### config.mk
export PLATFORM = sky130hd
export DESIGN_NAME = rev_alu_pipe
export DESIGN_NICKNAME = d
export VERILOG_FILES = /design/src/rtl/rev_alu_pkg.sv /design/src/rtl/rev_full_adder.sv /design/src/rtl/rev_alu_pipe.sv
export SDC_FILE = /design/constraint.sdc
export NUM_CORES = 1
export LEC_CHECK = 0
export BUFFER_PORTS_ARGS = -buffer_cell sky130_fd_sc_hd__buf_2
export CORE_MARGIN = 3
export CORE_UTILIZATION = 55
export DETAILED_ROUTE_END_ITERATION = 8
export PLACE_DENSITY = 0.86
export SLEW_MARGIN = 20
export SYNTH_ARGS = -nofsm -noshare
export SYNTH_HDL_FRONTEND = slang
export SYNTH_SLANG_ARGS = --single-unit
export TNS_END_PERCENT = 5
### constraint.sdc
create_clock -name CLK -period 5.4 [get_ports CLK]
set_input_delay 1.35 -clock CLK [delete_from_list [all_inputs] [get_ports CLK]]
set_output_delay 1.35 -clock CLK [all_outputs]
set_load 0.05 [all_outputs]
### src/rtl/rev_alu_pkg.sv
// Shared opcode encodings and decode helpers for the reversible ALU pipeline.
package rev_alu_pkg;

    localparam logic [2:0] OP_ADD  = 3'b000;
    localparam logic [2:0] OP_SUB  = 3'b001;
    localparam logic [2:0] OP_ADC  = 3'b010;
    localparam logic [2:0] OP_SBB  = 3'b011;
    localparam logic [2:0] OP_AND  = 3'b100;
    localparam logic [2:0] OP_OR   = 3'b101;
    localparam logic [2:0] OP_XOR  = 3'b110;
    localparam logic [2:0] OP_NOTA = 3'b111;

    function automatic logic is_arith(input logic [2:0] sel);
        return ~sel[2];
    endfunction

endpackage

### src/rtl/rev_full_adder.sv
// Reversible full-adder cell: (p,q,r,s) -> (p^r, q, p^q^r, maj(p,q,r)^s).
// With s tied low, c is the sum bit and d is the carry out.
module rev_full_adder (
    input  logic p,
    input  logic q,
    input  logic r,
    input  logic s,
    output logic a,
    output logic b,
    output logic c,
    output logic d
);

    assign a = p ^ r;
    assign b = q;
    assign c = p ^ q ^ r;
    assign d = ((p & q) | (q & r) | (p & r)) ^ s;

endmodule

### src/rtl/rev_alu_pipe.sv
// Two-stage valid/ready ALU built on a ripple chain of reversible full-adder cells.
// Define REV_GARBAGE_EN to expose the registered adder garbage outputs on GARBAGE.
module rev_alu_pipe
    import rev_alu_pkg::*;
#(
    parameter int unsigned WIDTH = 8
) (
    input  logic             CLK,
    input  logic             RST,
    input  logic             IN_VALID,
    output logic             IN_READY,
    input  logic [WIDTH-1:0] A,
    input  logic [WIDTH-1:0] B,
    input  logic             CIN,
    input  logic [2:0]       SEL,
    output logic             OUT_VALID,
    input  logic             OUT_READY,
    output logic [WIDTH-1:0] RESULT,
    output logic             COUT,
    output logic             ZERO,
    output logic             NEG,
    output logic             OVF
`ifdef REV_GARBAGE_EN
    ,
    output logic [2*WIDTH-1:0] GARBAGE
`endif
);

    logic             s1_valid;
    logic [WIDTH-1:0] s1_a;
    logic [WIDTH-1:0] s1_q;
    logic             s1_cin;
    logic [2:0]       s1_sel;

    logic             s2_adv;
    logic             s1_adv;

    logic [WIDTH-1:0] q_in;
    logic             cin_in;

    logic [WIDTH:0]   carry;
    logic [WIDTH-1:0] sum;

    logic [WIDTH-1:0] res_d;
    logic             c_d;
    logic             v_d;

    assign s2_adv   = !OUT_VALID || OUT_READY;
    assign s1_adv   = !s1_valid || s2_adv;
    assign IN_READY = s1_adv;

    // Subtracting ops feed the inverted B into the chain; logic ops reuse q as plain B.
    assign q_in = (is_arith(SEL) && SEL[0]) ? ~B : B;

    always_comb begin
        cin_in = 1'b0;
        case (SEL)
            OP_SUB:         cin_in = 1'b1;
            OP_ADC, OP_SBB: cin_in = CIN;
            default:        cin_in = 1'b0;
        endcase
    end

    always_ff @(posedge CLK) begin
        if (RST) begin
            s1_valid <= 1'b0;
            s1_a     <= '0;
            s1_q     <= '0;
            s1_cin   <= 1'b0;
            s1_sel   <= OP_ADD;
        end else if (s1_adv) begin
            s1_valid <= IN_VALID;
            if (IN_VALID) begin
                s1_a   <= A;
                s1_q   <= q_in;
                s1_cin <= cin_in;
                s1_sel <= SEL;
            end
        end
    end

    assign carry[0] = s1_cin;

`ifdef REV_GARBAGE_EN
    logic [WIDTH-1:0]   pr_vec;
    logic [WIDTH-1:0]   q_vec;
    logic [2*WIDTH-1:0] garbage_d;
`endif

    for (genvar i = 0; i < WIDTH; i++) begin : g_chain
        rev_full_adder u_cell (
            .p (s1_a[i]),
            .q (s1_q[i]),
            .r (carry[i]),
            .s (1'b0),
`ifdef REV_GARBAGE_EN
            .a (pr_vec[i]),
            .b (q_vec[i]),
`else
            .a (),
            .b (),
`endif
            .c (sum[i]),
            .d (carry[i+1])
        );
    end

    always_comb begin
        res_d = '0;
        c_d   = 1'b0;
        v_d   = 1'b0;
        case (s1_sel)
            OP_AND:  res_d = s1_a & s1_q;
            OP_OR:   res_d = s1_a | s1_q;
            OP_XOR:  res_d = s1_a ^ s1_q;
            OP_NOTA: res_d = ~s1_a;
            default: begin
                res_d = sum;
                c_d   = carry[WIDTH];
                v_d   = (s1_a[WIDTH-1] == s1_q[WIDTH-1]) && (sum[WIDTH-1] != s1_a[WIDTH-1]);
            end
        endcase
    end

`ifdef REV_GARBAGE_EN
    assign garbage_d = is_arith(s1_sel) ? {q_vec, pr_vec} : '0;
`endif

    // Outputs only reload when a real beat moves into S2, so bubbles never disturb them.
    always_ff @(posedge CLK) begin
        if (RST) begin
            OUT_VALID <= 1'b0;
            RESULT    <= '0;
            COUT      <= 1'b0;
            ZERO      <= 1'b0;
            NEG       <= 1'b0;
            OVF       <= 1'b0;
`ifdef REV_GARBAGE_EN
            GARBAGE   <= '0;
`endif
        end else if (s2_adv) begin
            OUT_VALID <= s1_valid;
            if (s1_valid) begin
                RESULT  <= res_d;
                COUT    <= c_d;
                ZERO    <= (res_d == '0);
                NEG     <= res_d[WIDTH-1];
                OVF     <= v_d;
`ifdef REV_GARBAGE_EN
                GARBAGE <= garbage_d;
`endif
            end
        end
    end

endmodule

== Word level (Yosys, flattened, before mapping) ==
Index checks and enable logic that the tools add are counted.

* Flip-flop bits (word level): 34
* Bits of input ports: 24
* Word-level logic and storage cells: 98

* Equal/unequal tests: 9
* Multiplexer cells: 5
* Bitwise gates (word level): 62
* Reduce and logical (&&, ||, !) cells: 11

{| class="wikitable"
|+ Operator list
! operator !! count
|-
| one-hot mux 8 bit (4 select lines) || 1
|-
| AND 1 bit || 24
|-
| inverter 8 bit || 2
|-
| OR 1 bit || 16
|-
| XOR 1 bit || 16
|-
| == test 3 bit, second input constant || 4
|-
| AND 8 bit || 1
|-
| zero test 8 bit || 1
|-
| two-way mux 8 bit || 1
|-
| OR 8 bit || 1
|-
| XOR 8 bit || 1
|-
| == test 3 x 2 -> 1 bit, second input constant || 2
|-
| AND reduction 2 bit || 2
|-
| OR reduction 4 bit || 1
|-
| == test 3 x 1 -> 1 bit, second input constant || 1
|-
| logical AND 1 bit || 2
|-
| zero test 1 bit || 2
|-
| logical OR 1 bit || 2
|-
| two-way mux 1 bit || 2
|-
| one-hot mux 1 bit (2 select lines) || 1
|-
| OR reduction 2 bit || 1
|-
| == test 1 bit || 1
|-
| inequality test 1 bit || 1
|-
| inverter 1 bit || 1
|}

== Depth between registers and ports, before layout ==
Gate-level depths: netlist (run 1).

* Word-level depth: 25
* Mapped depth: 14
* Gate-level depth less buffers: 14

== Cells and area by module ==
Synthesis (run 1) repeated with hierarchy kept, for this count alone.

* Cell total of the unflattened synthesis: 265
* Area, all modules: 2318.5 µm²

{| class="wikitable"
|+ Modules (own cells, without submodules)
! module !! instances !! cells an instance !! area an instance (µm²)
|-
| rev_alu_pipe || 1 || 233 || 1928.1
|-
| rev_full_adder || 8 || 4 || 48.8
|}

== Worst setup path after synthesis (run 1) ==
No wires, ideal clock.

* Path type: reg2reg
* Start: reg s1_q[0]
* End: reg OVF
* Arrival: 3.965 ns
* Required time: 5.272 ns
* Slack: 1.308 ns
* Cell stages (with the launch flop): 15
* Path buffers: 0
* Cell sequence: dfxtp_1 -> inv_1 -> fa_1 -> fa_1 -> inv_1 -> fa_1 -> fa_1 -> fa_1 -> fa_1 -> fa_1 -> fa_1 -> xnor2_1 -> nor4_1 -> a21oi_1 -> nor2_1

* Cells in the longest elaborated chain, start to end: 25
* Elaborated cells between the ends (all ways): 32
* Those cells by class: eq/ne (1); mux (1); bitwise (29); reduce/logical (1)

{| class="wikitable"
|+ RTL lines
! element !! line !! source
|-
| start: declaration || rev_alu_pipe.sv:31 || <nowiki>logic [WIDTH-1:0] s1_q;</nowiki>
|-
| start signal: assignment || rev_alu_pipe.sv:75 || <nowiki>s1_q <= q_in;</nowiki>
|-
| AND 1 bit || rev_full_adder.sv:17 || <nowiki>assign d = ((p & q) | (q & r) | (p & r)) ^ s;</nowiki>
|-
| OR 1 bit * (2 in a row) || rev_full_adder.sv:17 ||
|-
| AND 1 bit || rev_full_adder.sv:17 ||
|-
| OR 1 bit || rev_full_adder.sv:17 ||
|-
| OR 1 bit * || rev_full_adder.sv:17 ||
|-
| AND 1 bit || rev_full_adder.sv:17 ||
|-
| OR 1 bit || rev_full_adder.sv:17 ||
|-
| OR 1 bit * || rev_full_adder.sv:17 ||
|-
| [... 8 more ...] || -- ||
|-
| OR 1 bit * || rev_full_adder.sv:17 ||
|-
| AND 1 bit || rev_full_adder.sv:17 ||
|-
| OR 1 bit || rev_full_adder.sv:17 ||
|-
| OR 1 bit * || rev_full_adder.sv:17 ||
|-
| XOR 1 bit * || rev_full_adder.sv:16 || <nowiki>assign c = p ^ q ^ r;</nowiki>
|-
| inequality test 1 bit * || rev_alu_pipe.sv:120 || <nowiki>v_d = (s1_a[WIDTH-1] == s1_q[WIDTH-1]) && (sum[WIDTH-1] != s1_a[WIDTH-1]);</nowiki>
|-
| logical AND 1 bit * || rev_alu_pipe.sv:120 ||
|-
| two-way mux 1 bit * || rev_alu_pipe.sv:112 || <nowiki>case (s1_sel)</nowiki>
|-
| end signal: assignment || rev_alu_pipe.sv:148 || <nowiki>OVF <= v_d;</nowiki>
|-
| end: declaration || rev_alu_pipe.sv:22 || <nowiki>output logic OVF</nowiki>
|}

Mark *: on every way between the ends. The rest lies on a longest branch, timed or not.
A chain may end at the register's enable or synchronous reset.

== Worst setup path in the final report (run 1) ==
Ends and elaborated chain as after synthesis.

==> results of run 1 <==
where the power goes:
part / leakage [nW] / internal [mW] / total, mW / switching [mW]
registers: 0.272 / 0.259 / 0.279 / 0.0194
logic: 0.678 / 0.0532 / 0.134 / 0.0809
clock network: 0.0443 / 0.101 / 0.187 / 0.0856
total: 0.994 / 0.413 / 0.599 / 0.186
cells by family after synthesis:
family	Yosys count
fa+ha+maj	24
compound gates	50
xor+xnor	9
flops	33
buf+inv	36
simple gates	73
mux	17
state kept, by name, summed over array words and instances (netlist names):
signal,cells
s1_cin,1
s1_a,8
ZERO,1
s1_valid,1
OVF,1
OUT_VALID,1
s1_q,8
COUT,1
s1_sel,3
RESULT,8
per-stage QoR:
| step | util | worst slack, ps | hold slack (ps) |
|---|---|---|---|
| after floorplan | - | 1310 | 432 |
| after global placement | 0.637 | 1180 | 439 |
| after detailed placement | 0.637 | 1110 | 443 |
| after CTS | 0.661 | 1100 | 451 |
| after global routing | 0.661 | 855 | 490 |
| final | 0.661 | 1080 | 451 |
layout by cell type, fill, tap and decap left out:
| cell type | instances |
|---|---|
| a211oi_1 | 9 |
| a21oi_1 | 22 |
| a2bb2oi_1 | 1 |
| and2_1 | 1 |
| and3_1 | 1 |
| buf_2 | 37 |
| clkbuf_1 | 1 |
| clkbuf_8 | 6 |
| dfxtp_1 | 33 |
| fa_1 | 8 |
| ha_1 | 16 |
| inv_1 | 19 |
| mux2_2 | 4 |
| mux2i_1 | 13 |
| nand2_1 | 34 |
| nand2b_1 | 2 |
| nand3_1 | 3 |
| nand3b_1 | 1 |
| nand4_1 | 1 |
| nor2_1 | 19 |
| nor2b_1 | 3 |
| nor2b_2 | 1 |
| nor3_1 | 3 |
| nor4_1 | 1 |
| o211ai_1 | 10 |
| o21ai_0 | 2 |
| o21ai_1 | 1 |
| o22a_1 | 1 |
| o22ai_1 | 2 |
| o311ai_1 | 2 |
| or3_1 | 3 |
| xnor2_1 | 1 |
| xor2_1 | 8 |
layout make-up:
class / count / area (sq um)
flip-flops and latches: 33 / 661
clock buffers: 7 / 86.3
fillers: 307 / 1180
inverters: 19 / 71.3
multi-input cells: 173 / 1250
well taps: 46 / 57.6
repair buffers: 37 / 185
path summary, 6_finish.rpt:
path	startpoint	to	cells after the start	slack, ps
max	s1_q[0]	OVF	14	1080
min	RESULT[4]	RESULT[4]	2	450
max reg2reg	s1_q[0]	OVF	14	1080
min reg2reg	RESULT[4]	RESULT[4]	2	450
critical path: cells and delay by family (launching register included):
family	cells	cell delay, ps
AOI/OAI and AO/OA	1	160
adders and majority gates	8	3280
buffers and inverters	2	170
DFF	1	320
xor gates and xnor gates	1	130
and+or+nand+nor	2	120
per-layer routing:
metal | vias up | GRT usage
li1 | 863 | -
met1 | 755 | 0.269
met2 | 55 | 0.339
met3 | 6 | 0.0549
met4 | 0 | 0.0734
met5 | - | 0
==> metrics.md, run 1 <==
| Metric | Value |
|---|---|
| Worst-path cell chain | inv_1 > fa_1 > fa_1 > inv_1 > fa_1 > fa_1 > fa_1 > fa_1 > fa_1 > fa_1 > xnor2_1 > nor4_1 > a21oi_1 > nor2_1 |
| Actual slew at the worst max-slew pin | 987 ps |
| Period utilisation layout | 0.800 |
| CP max FO | 3 |
| Mapped Area | 2080 sq um |
| Ys async rst share | 0 |
| DRT Pass-1 Iters | 4 |
| Remaining antenna violation count after routing | 0 |
| Synthesized Nets | 290 |
| Pin count of the biggest net entering global routing | 35 |
| EDFF count, synth | 0 |
| Max-cap violation count | 0 |
| Yosys top cell area share | 0.318 |
| Number of synthesis warnings | 0 |
| Cells after Synth | 242 |
| VDD IR max | 0.148 mV |
| Post-Synth Simple-Gate Area | 0.154 |
| Post-synth top flop | dfxtp_1 |
| DP Area | 2220 sq um |
| Largest area contributor in the netlist | dfxtp_1 |
| F_max | 231 MHz |
| Crit Path Category | reg -> reg |
| CP Capture Type | flop |
| Post-Route WL | 4260 microns |
| Unrepaired setup endpoints after global routing | no |
| Clock Latency Late Sink | 290 ps |
| Met1 wire length | 1980 microns |
| Synth Area in Compound Gates | 0.152 |
| # IOs | 38 |
| Met2 WL | 1980 microns |
| Slew Viols, Final | 0 |
| Cts bufs inserted | 5 |
| XOR/XNOR share of the synthesized area | 0.0379 |
| Synth top area cells | dfxtp_1 (32%), ha_1 (9.6%), fa_1 (7.7%) |
| Critical Path Most Common Cell | fa_1 |
| Slowest-stage cell, CP | fa_1 |
| Synth Register Bits | 33 |
| Average wire per standard cell | 13.5 microns |
| Startpoint class of the critical path | flop |
| CP peak stage delay | 590 ps |
| Vias in the first global route | 1,614 |
| Largest family of logic cells by synthesized area | adder cells |
| Crit path required time | 5540 ps |
| Routed wl met3 | 260 microns |
| Arr. time, crit path | 4460 ps |
| Cell row count | 21 |
| P_leak | 0.994 nW |
| Final hold violations | 0 |
| PD cells | 259 nW/um^2 |
| CTS max path bufs | 2 |
| Starting Density | 0.595 |
| H-tree depth | 2 |
| Layout Nets | 317 |
| Synth cell types | 34 |
| Hold-fix buffer count after cts | 0 |
| Most frequent cells after synthesis | nand2_1 (34), dfxtp_1 (33), a21oi_1 (22) |
| Placed instance count | 308 |
| Core Area | 3490 sq um |
| DR vias | 1,679 |
| CTS tree | yes |
| Sequential share of the synthesized area | 0.318 |
| Max layer used | met4 |
| Design Area, Final | 2310 sq um |
| Die Ht | 67.5 microns |
| Residual DRC count | 0 |
| Syn_area_per_cell | 8.59 sq um |
| Clock sink count | 33 |
| Area growth syn-to-layout | 11.2% |
| First-pass GRT wire length | 7200 microns |
| Count leader, synth | nand2_1 |
| GPL Wtd Cong | 0.902 |
| Mux cell area share after synthesis | 0.0843 |
| Quantity of gates resized following cts | 0 |
| Root Buffer | clkbuf_8 |
| Clock Pin Slew Worst Setup and Hold Paths | 60 ps |
| Setup TNS | 0 ps |
| Hold crit path type | reg -> reg |
| DP Wirelength | 3180 microns |
| Setup-failing EPs final | 0 |
| Antenna cells | 0 |
| Non-Filler Instances | 315 |
| IO buf count | 37 |
| Die X | 67.5 microns |
| Slew HR | 0.341 |
| Die Area | 4550 sq um |
| Tmin final | 4320 ps |
| Initial antenna violation count | 0 |
| Total power | 599 uW |
| GRT Total Usage | 0.210 |
| Grt ovf | 0 |
| DR vias/cell | 5.33 |
| Clock skew | 9.71 ps |
| Status | completed |
| Post-Synth Adder-Cell Area | 0.173 |
| Post-CTS setup buffer count | 0 |
| Layout cell share with drive strength beyond 1 | 0.178 |
| DRT iter0 DRCs | 93 |
Power figures use the tool's default switching activity.
==> run 2, diff against run 1 <==
- ABC_AREA: not set -> 1
- CORE_UTILIZATION: 55 -> 56
- PLACE_DENSITY: 0.86 -> 0.87
- clock period: 5.4 -> 4.5 ns (I/O delays scaled with it)
==> run 2 against run 1 <==
Effect of this change:
- via count rose by 14%
- clock power rose by 16%
- sequential power rose by 23%
- core utilization rose by 1.7 points
- largest power group unchanged
- highest routed layer unchanged
==> metrics.md, run 2 <==
| Metric | Value |
|---|---|
| Vias in the first global route | 1,821 (+13%) |
| Slew Viols, Final | 0 (unchanged) |
| Clock Pin Slew Worst Setup and Hold Paths | 60 ps (about the same) |
| Arr. time, crit path | 4520 ps (+60 ps) |
| Clock sink count | 33 (unchanged) |
| Layout Nets | 358 (+13%) |
| Post-Route WL | 4640 microns (+8.9%) |
| Starting Density | 0.614 (+0.0197) |
| Synthesized Nets | 329 (+13%) |
| Most frequent cells after synthesis | inv_1 (46), nand2_1 (46), dfxtp_1 (33) |
| Die Area | 4650 sq um (+2.0%) |
| Startpoint class of the critical path | flop |
| CTS tree | yes |
| DRT Pass-1 Iters | 4 (unchanged) |
| Mapped Area | 2160 sq um (+4.1%) |
| Clock Latency Late Sink | 290 ps (about the same) |
| Crit path required time | 4730 ps (-810 ps) |
| Average wire per standard cell | 13.0 microns (-3.9%) |
| Slowest-stage cell, CP | fa_1 |
| P_leak | 1.20 nW (+21%) |
| PD cells | 315 nW/um^2 (+22%) |
| GPL Wtd Cong | 0.840 (-6.8%) |
| Syn_area_per_cell | 7.70 sq um (-10%) |
| DRT iter0 DRCs | 143 (+54%) |
| Worst-path cell chain | inv_2 > fa_2 > fa_1 > inv_1 > fa_1 > fa_1 > fa_2 > fa_1 > fa_2 > fa_1 > inv_1 > nor2_1 > nor3_2 > nand2_1 > nor2_1 > nand2_1 > a21oi_2 |
| Biggest regs | RESULT: 8 flops, s1_a: 8 flops, s1_q: 8 flops |
| Ys async rst share | 0 (unchanged) |
| Cts bufs inserted | 5 (unchanged) |
| Tmin final | 4300 ps (-20.3 ps) |
| Critical Path Most Common Cell | fa_1 |
| Period utilisation layout | 0.955 (+0.155) |
| # IOs | 38 (unchanged) |
| Cell row count | 21 (unchanged) |
| VDD IR max | 0.241 mV (+62%) |
| Clock skew | 6.84 ps (-2.86 ps) |
| Sw Pwr | 263 uW (+41%) |
| CTS max path bufs | 2 (unchanged) |
| Core Area | 3520 sq um (+0.75%) |
| Post-synth top flop | dfxtp_1 |
| CP Capture Type | flop |
| GRT Total Usage | 0.221 (+0.0118) |
| Internal power | 491 uW (+19%) |
| Filler cells | 305 (-0.65%) |
| Status | completed |
| F_max | 233 MHz (+0.47%) |
| H-tree depth | 2 (unchanged) |
| Die X | 68.2 microns (+1.0%) |
| Clk pwr share | 0.287 (-0.024) |
| FF-to-FF setup slack | 200 ps (-880 ps) |
| Root Buffer | clkbuf_8 |
| Setup-failing EPs final | 0 (unchanged) |
| CP max FO | 3 (unchanged) |
| Synth Register Bits | 33 (unchanged) |
| Synth top area cells | dfxtp_1 (31%), ha_1 (9.3%), inv_1 (8.0%) |
| DR vias/cell | 5.34 (+0.27%) |
| Slew HR | 0.370 (+0.0289) |
| Largest area contributor in the netlist | dfxtp_1 |
| FF-to-FF path depth | 17 (+3) |
| Residual DRC count | 0 (unchanged) |
| DP Wirelength | 3210 microns (+0.97%) |
| Actual slew at the worst max-slew pin | 944 ps (-43.3 ps) |
| Sw frac | 0.349 (+0.0384) |
| Remaining antenna violation count after routing | 0 (unchanged) |
| Layout cell share with drive strength beyond 1 | 0.199 (+0.0209) |
| Reg2reg end | ZERO |
| Crit Path Category | reg -> reg |
| Sequential share of the synthesized area | 0.305 (-0.0125) |
| WHS | 463 ps (+11.9 ps) |
| Cells after Synth | 281 (+16%) |
| Synth cell types | 24 (-29%) |
| Final hold violations | 0 (unchanged) |
| R2r startpoint | s1_q[0] |
| EDFF count, synth | 0 (unchanged) |
| CP endpoint | ZERO |
| Non-Filler Instances | 357 (+13%) |
| Placed instance count | 349 (+13%) |
| Area growth syn-to-layout | 10.5% |
| Yosys top cell area share | 0.305 (-0.0125) |
| First-pass GRT wire length | 7750 microns (+7.6%) |
| Pin count of the biggest net entering global routing | 42 (+20%) |
| Hold depth | 2 (unchanged) |
| Logic pwr share | 0.258 (+0.034) |
| Initial antenna violation count | 0 (unchanged) |
| Leading cell type in the layout, fill and taps excluded | nand2_1 |
| Crit path from | s1_q[0] |
| Number of synthesis warnings | 0 (unchanged) |
| DR vias | 1,908 (+14%) |
| Post-CTS setup buffer count | 0 (unchanged) |
| Grt ovf | 0 (unchanged) |
| Most frequent cells in the layout | nand2_1 (46), inv_1 (44), buf_2 (37), dfxtp_1 (33), a21oi_1 (28) |
| Max-cap violation count | 0 (unchanged) |
| Hold crit path type | reg -> reg |
| Die Ht | 68.2 microns (+1.0%) |
| IO buf count | 37 (unchanged) |
| CP peak stage delay | 500 ps (-90 ps) |
| Sequential power share | 0.455 (-0.010) |
| Antenna cells | 0 (unchanged) |
run 2: cell types whose count changed after synthesis, sizes merged, moves of 9 or more:
cell,delta
inv,+29
o21ai,+23
nand4,+19
mux2i,-13
nand2,+12
a211oi,-9
nor2,-9
run 2: layout make-up:
class | instances | area (sq um) | share of cell area
tap | 46 | 57.6 | 0.0241
multi-input combinational | 183 | 1200 | 0.504
clock inverter | 2 | 10.0 | 0.00419
inverter | 48 | 185 | 0.0775
sequential | 33 | 661 | 0.276
timing repair buffer | 39 | 200 | 0.0838
clock buffer | 6 | 72.6 | 0.0304
run 2: cell families (layout without fill, tap and decap cells):
logic type	count (synthesis)	count (layout)	synth area share
simple gates	90	90	0.204
buf+inv	65	95	0.142
compound gates	61	61	0.150
flops	33	33	0.305
fa+ha+maj	24	24	0.167
xor+xnor	8	8	0.0324
run 2: metal layers:
layer / global-route usage / vias up / wire length (microns)
met3: 0.0493 / 8 / 251
met5: 0 / - / 0
met2: 0.377 / 54 / 2330
li1: - / 972 / -
met4: 0.0868 / 0 / 39
met1: 0.270 / 874 / 2020
run 2: worst min-delay path by stage:
stage / from / endpoint / slack, ps
final: COUT / COUT / 460
after global routing: COUT / COUT / 480
after CTS: COUT / COUT / 460
after detailed placement: COUT / COUT / 450
after global placement: COUT / COUT / 450
after floorplan: s1_valid / OUT_VALID / 440
run 2: what timing repair did:
item	in CTS	in global routing
hold buffers	0	0
resized for setup	0	5
endpoints found under the setup margin	0	2
run 2: power by group through the flow:
stage / Clock, mW / Combinational [mW] / Sequential, mW
after floorplan: 0 / 0.137 / 0.361
after global placement: 0 / 0.188 / 0.347
after detailed placement: 0 / 0.192 / 0.348
after CTS: 0.218 / 0.194 / 0.342
after global routing: 0.229 / 0.220 / 0.346
final: 0.216 / 0.195 / 0.343
run 2: worst max-delay path, delay by kind of cell (launching register included):
| kind | cells | cell delay [ps] |
|---|---|---|
| flops | 1 | 320 |
| simple gates | 5 | 460 |
| compound gates | 1 | 110 |
| fa+ha+maj | 8 | 3110 |
| buf+inv | 3 | 250 |
run 2: through the flow:
step / utilization / cell area (sq um) / worst slack (ps) / TNS, ps / power [mW]
2_1_floorplan: - / 2160 / 259 / 0 / 0.498
3_3_place_gp: 0.653 / 2300 / 84.5 / 0 / 0.535
3_5_place_dp: 0.653 / 2300 / 36.3 / 0 / 0.540
4_1_cts: 0.677 / 2380 / 17.5 / 0 / 0.754
5_1_grt: 0.679 / 2390 / -21.0 / -21.0 / 0.795
6_report: 0.679 / 2390 / 201 / 0 / 0.754
==> run 3, diff against run 2 <==
- BUFFER_PORTS_ARGS: -buffer_cell sky130_fd_sc_hd__buf_2 -> not set
- CORE_MARGIN: 3 -> 2
- CORE_UTILIZATION: 56 -> 60
- DONT_BUFFER_PORTS: not set -> 1
- PLACE_DENSITY: 0.87 -> 0.83
==> run 3 against run 2 <==
Effect of this change:
- die area fell by 12%
- via count fell by 7.3%
- critical endpoint unchanged
- largest power group unchanged
- first-iteration DRC count fell by 41%
- clock power fell by 30%
- critical path depth did not move
- sequential cell count did not move
- worst setup slack improved by 1.5 ps
==> metrics.md, run 3 (same netlist as run 2, synthesis figures left out) <==
| Metric | Value |
|---|---|
| Starting Density | 0.638 (+0.0238) |
| Total power | 669 uW (-11%) |
| VDD IR max | 0.184 mV (-24%) |
| IO buf count | 0 (-100%) |
| Post-CTS setup buffer count | 0 (unchanged) |
| CP Capture Type | flop |
| GRT Total Usage | 0.239 (+0.0177) |
| Slowest-stage cell, CP | fa_1 |
| Grt ovf | 0 (unchanged) |
| DP Area | 2110 sq um (-8.1%) |
| Cts bufs inserted | 5 (unchanged) |
| Leading cell type in the layout, fill and taps excluded | nand2_1 |
| Design Area, Final | 2160 sq um (-9.4%) |
| Clock Pin Slew Worst Setup and Hold Paths | 100 ps (+40 ps) |
| Period utilisation layout | 0.955 (about the same) |
| Crit Path Category | reg -> reg |
| R2r startpoint | s1_q[0] |
| FF-to-FF setup slack | 200 ps (about the same) |
| Average wire per standard cell | 13.6 microns (+4.6%) |
| Biggest regs | RESULT: 8 flops, s1_a: 8 flops, s1_q: 8 flops |
| Max-cap violation count | 0 (unchanged) |
| Crit path required time | 4790 ps (+60 ps) |
| Die Area | 4100 sq um (-12%) |
| Slew Viols, Final | 0 (unchanged) |
| Startpoint class of the critical path | flop |
| DR vias/cell | 5.56 (+4.1%) |
| PD cells | 309 nW/um^2 (-2.0%) |
| DR vias | 1,769 (-7.3%) |
| GPL Wtd Cong | 0.829 (-1.3%) |
| Hold crit path type | reg -> reg |
| Final worst slack | 202 ps (+1.54 ps) |
| Largest delay contributor family on the critical path | adder cells |
| Cell row count | 21 (unchanged) |
| DRT iter0 DRCs | 85 (-41%) |
| Hold EP | OUT_VALID |
| Die X | 64.0 microns (-6.0%) |
| First-pass GRT wire length | 7450 microns (-3.9%) |
| CP peak stage delay | 500 ps (about the same) |
| Layout cell share with drive strength beyond 1 | 0.0882 (-0.111) |
| Unrepaired setup endpoints after global routing | no |
| Area growth syn-to-layout | 0.0580% |
| Arr. time, crit path | 4580 ps (+60 ps) |
| CP max FO | 3 (unchanged) |
| Die Ht | 64.0 microns (-6.0%) |
| Critical Path Most Common Cell | fa_1 |
| Worst hold start | s1_valid |
| Most frequent cells in the layout | nand2_1 (46), inv_1 (44), dfxtp_1 (33), a21oi_1 (28), o21ai_0 (26) |
| Tmin final | 4300 ps (-1.54 ps) |
| Initial antenna violation count | 0 (unchanged) |
| Pin count of the biggest net entering global routing | 30 (-29%) |
| Remaining antenna violation count after routing | 0 (unchanged) |
| Crit path buf inv count | 3 (unchanged) |
| Residual DRC count | 0 (unchanged) |
| CTS max path bufs | 2 (unchanged) |
| H-tree depth | 2 (unchanged) |
| Reg2reg end | ZERO |
| Core Area | 3390 sq um (-3.7%) |
| Antenna cells | 0 (unchanged) |
| Setup-failing EPs final | 0 (unchanged) |
| Slew HR | 0.347 (-0.0223) |
| Post-place setup slack | -39.9 ps (-76.2 ps) |
| Clock sink count | 33 (unchanged) |
| DRT Pass-1 Iters | 4 (unchanged) |
| P_leak | 1.02 nW (-15%) |
| Post-Route WL | 4330 microns (-6.8%) |
| Worst-path cell chain | inv_2 > fa_2 > fa_1 > inv_1 > fa_1 > fa_2 > fa_2 > fa_1 > fa_1 > fa_1 > inv_1 > nor2_1 > nor3_2 > nand2_1 > nor2_1 > nand2_1 > a21oi_2 |
| CTS tree | yes |
| Placed instance count | 312 (-11%) |
| Root Buffer | clkbuf_4 |
| Non-Filler Instances | 318 (-11%) |
| Status | completed |
| # IOs | 38 (unchanged) |
| Vias in the first global route | 1,659 (-8.9%) |
| FF-to-FF path depth | 17 (unchanged) |
| F_max | 233 MHz (about the same) |
| Actual slew at the worst max-slew pin | 977 ps (+33.3 ps) |
| Clock Latency Late Sink | 340 ps (+50 ps) |
| Hold depth | 2 (unchanged) |
| DP Wirelength | 3130 microns (-2.7%) |
| Final hold violations | 0 (unchanged) |
| Layout Nets | 321 (-10%) |
| Clock skew | 5.36 ps (-1.48 ps) |
-- run 3: what timing repair did --
item / in CTS / in global routing
gates resized for setup: 2 / 3
pin swaps: 1 / 0
hold buffers: 0 / 0
endpoints found under the setup margin: 1 / 2
-- run 3: area by class of cell --
type	instances	area [sq um]
fillers	291	1220
multi-input cells	183	1200
flip-flops and latches	33	661
inverters	48	185
well taps	46	57.6
clock buffers	5	37.5
repair buffers	2	15.0
clock inverters	1	5.00
-- run 3: routing by layer --
metal | GRT usage | vias to the layer above | part of all wire
met4 | 0.0897 | 0 | 0.015
met2 | 0.376 | 54 | 0.49
met5 | 0 | - | 0
li1 | - | 896 | -
met1 | 0.308 | 812 | 0.44
met3 | 0.0722 | 7 | 0.062
-- run 3: worst max-delay path by stage --
stage | startpoint | end | slack [ps] | depth (start not counted)
floorplan | s1_q[0] | ZERO | 260 | 17
global placement | s1_q[0] | ZERO | 100 | 17
detailed placement | s1_q[0] | ZERO | -40 | 17
CTS | s1_q[0] | ZERO | 50 | 17
global route | s1_q[0] | ZERO | 7 | 17
finish | s1_q[0] | ZERO | 200 | 17
-- run 3: worst min-delay path, cell delays in order, from the launching register on --
cell and delay, ps:
dfxtp_1 320, inv_1 70, a21oi_1 60
-- run 3: where the power goes --
part	internal (mW)	leakage, nW	switching, mW
Combinational	0.0576	0.721	0.0879
Clock	0.0540	0.0269	0.0969
Sequential	0.314	0.273	0.0584
Total	0.426	1.02	0.243
-- run 3: per-stage QoR --
step | util | TNS, ps | hold WS [ps]
2_1_floorplan | - | 0 | 445
3_3_place_gp | 0.624 | 0 | 456
3_5_place_dp | 0.624 | -39.9 | 466
4_1_cts | 0.638 | 0 | 486
5_1_grt | 0.639 | 0 | 506
6_report | 0.639 | 0 | 484
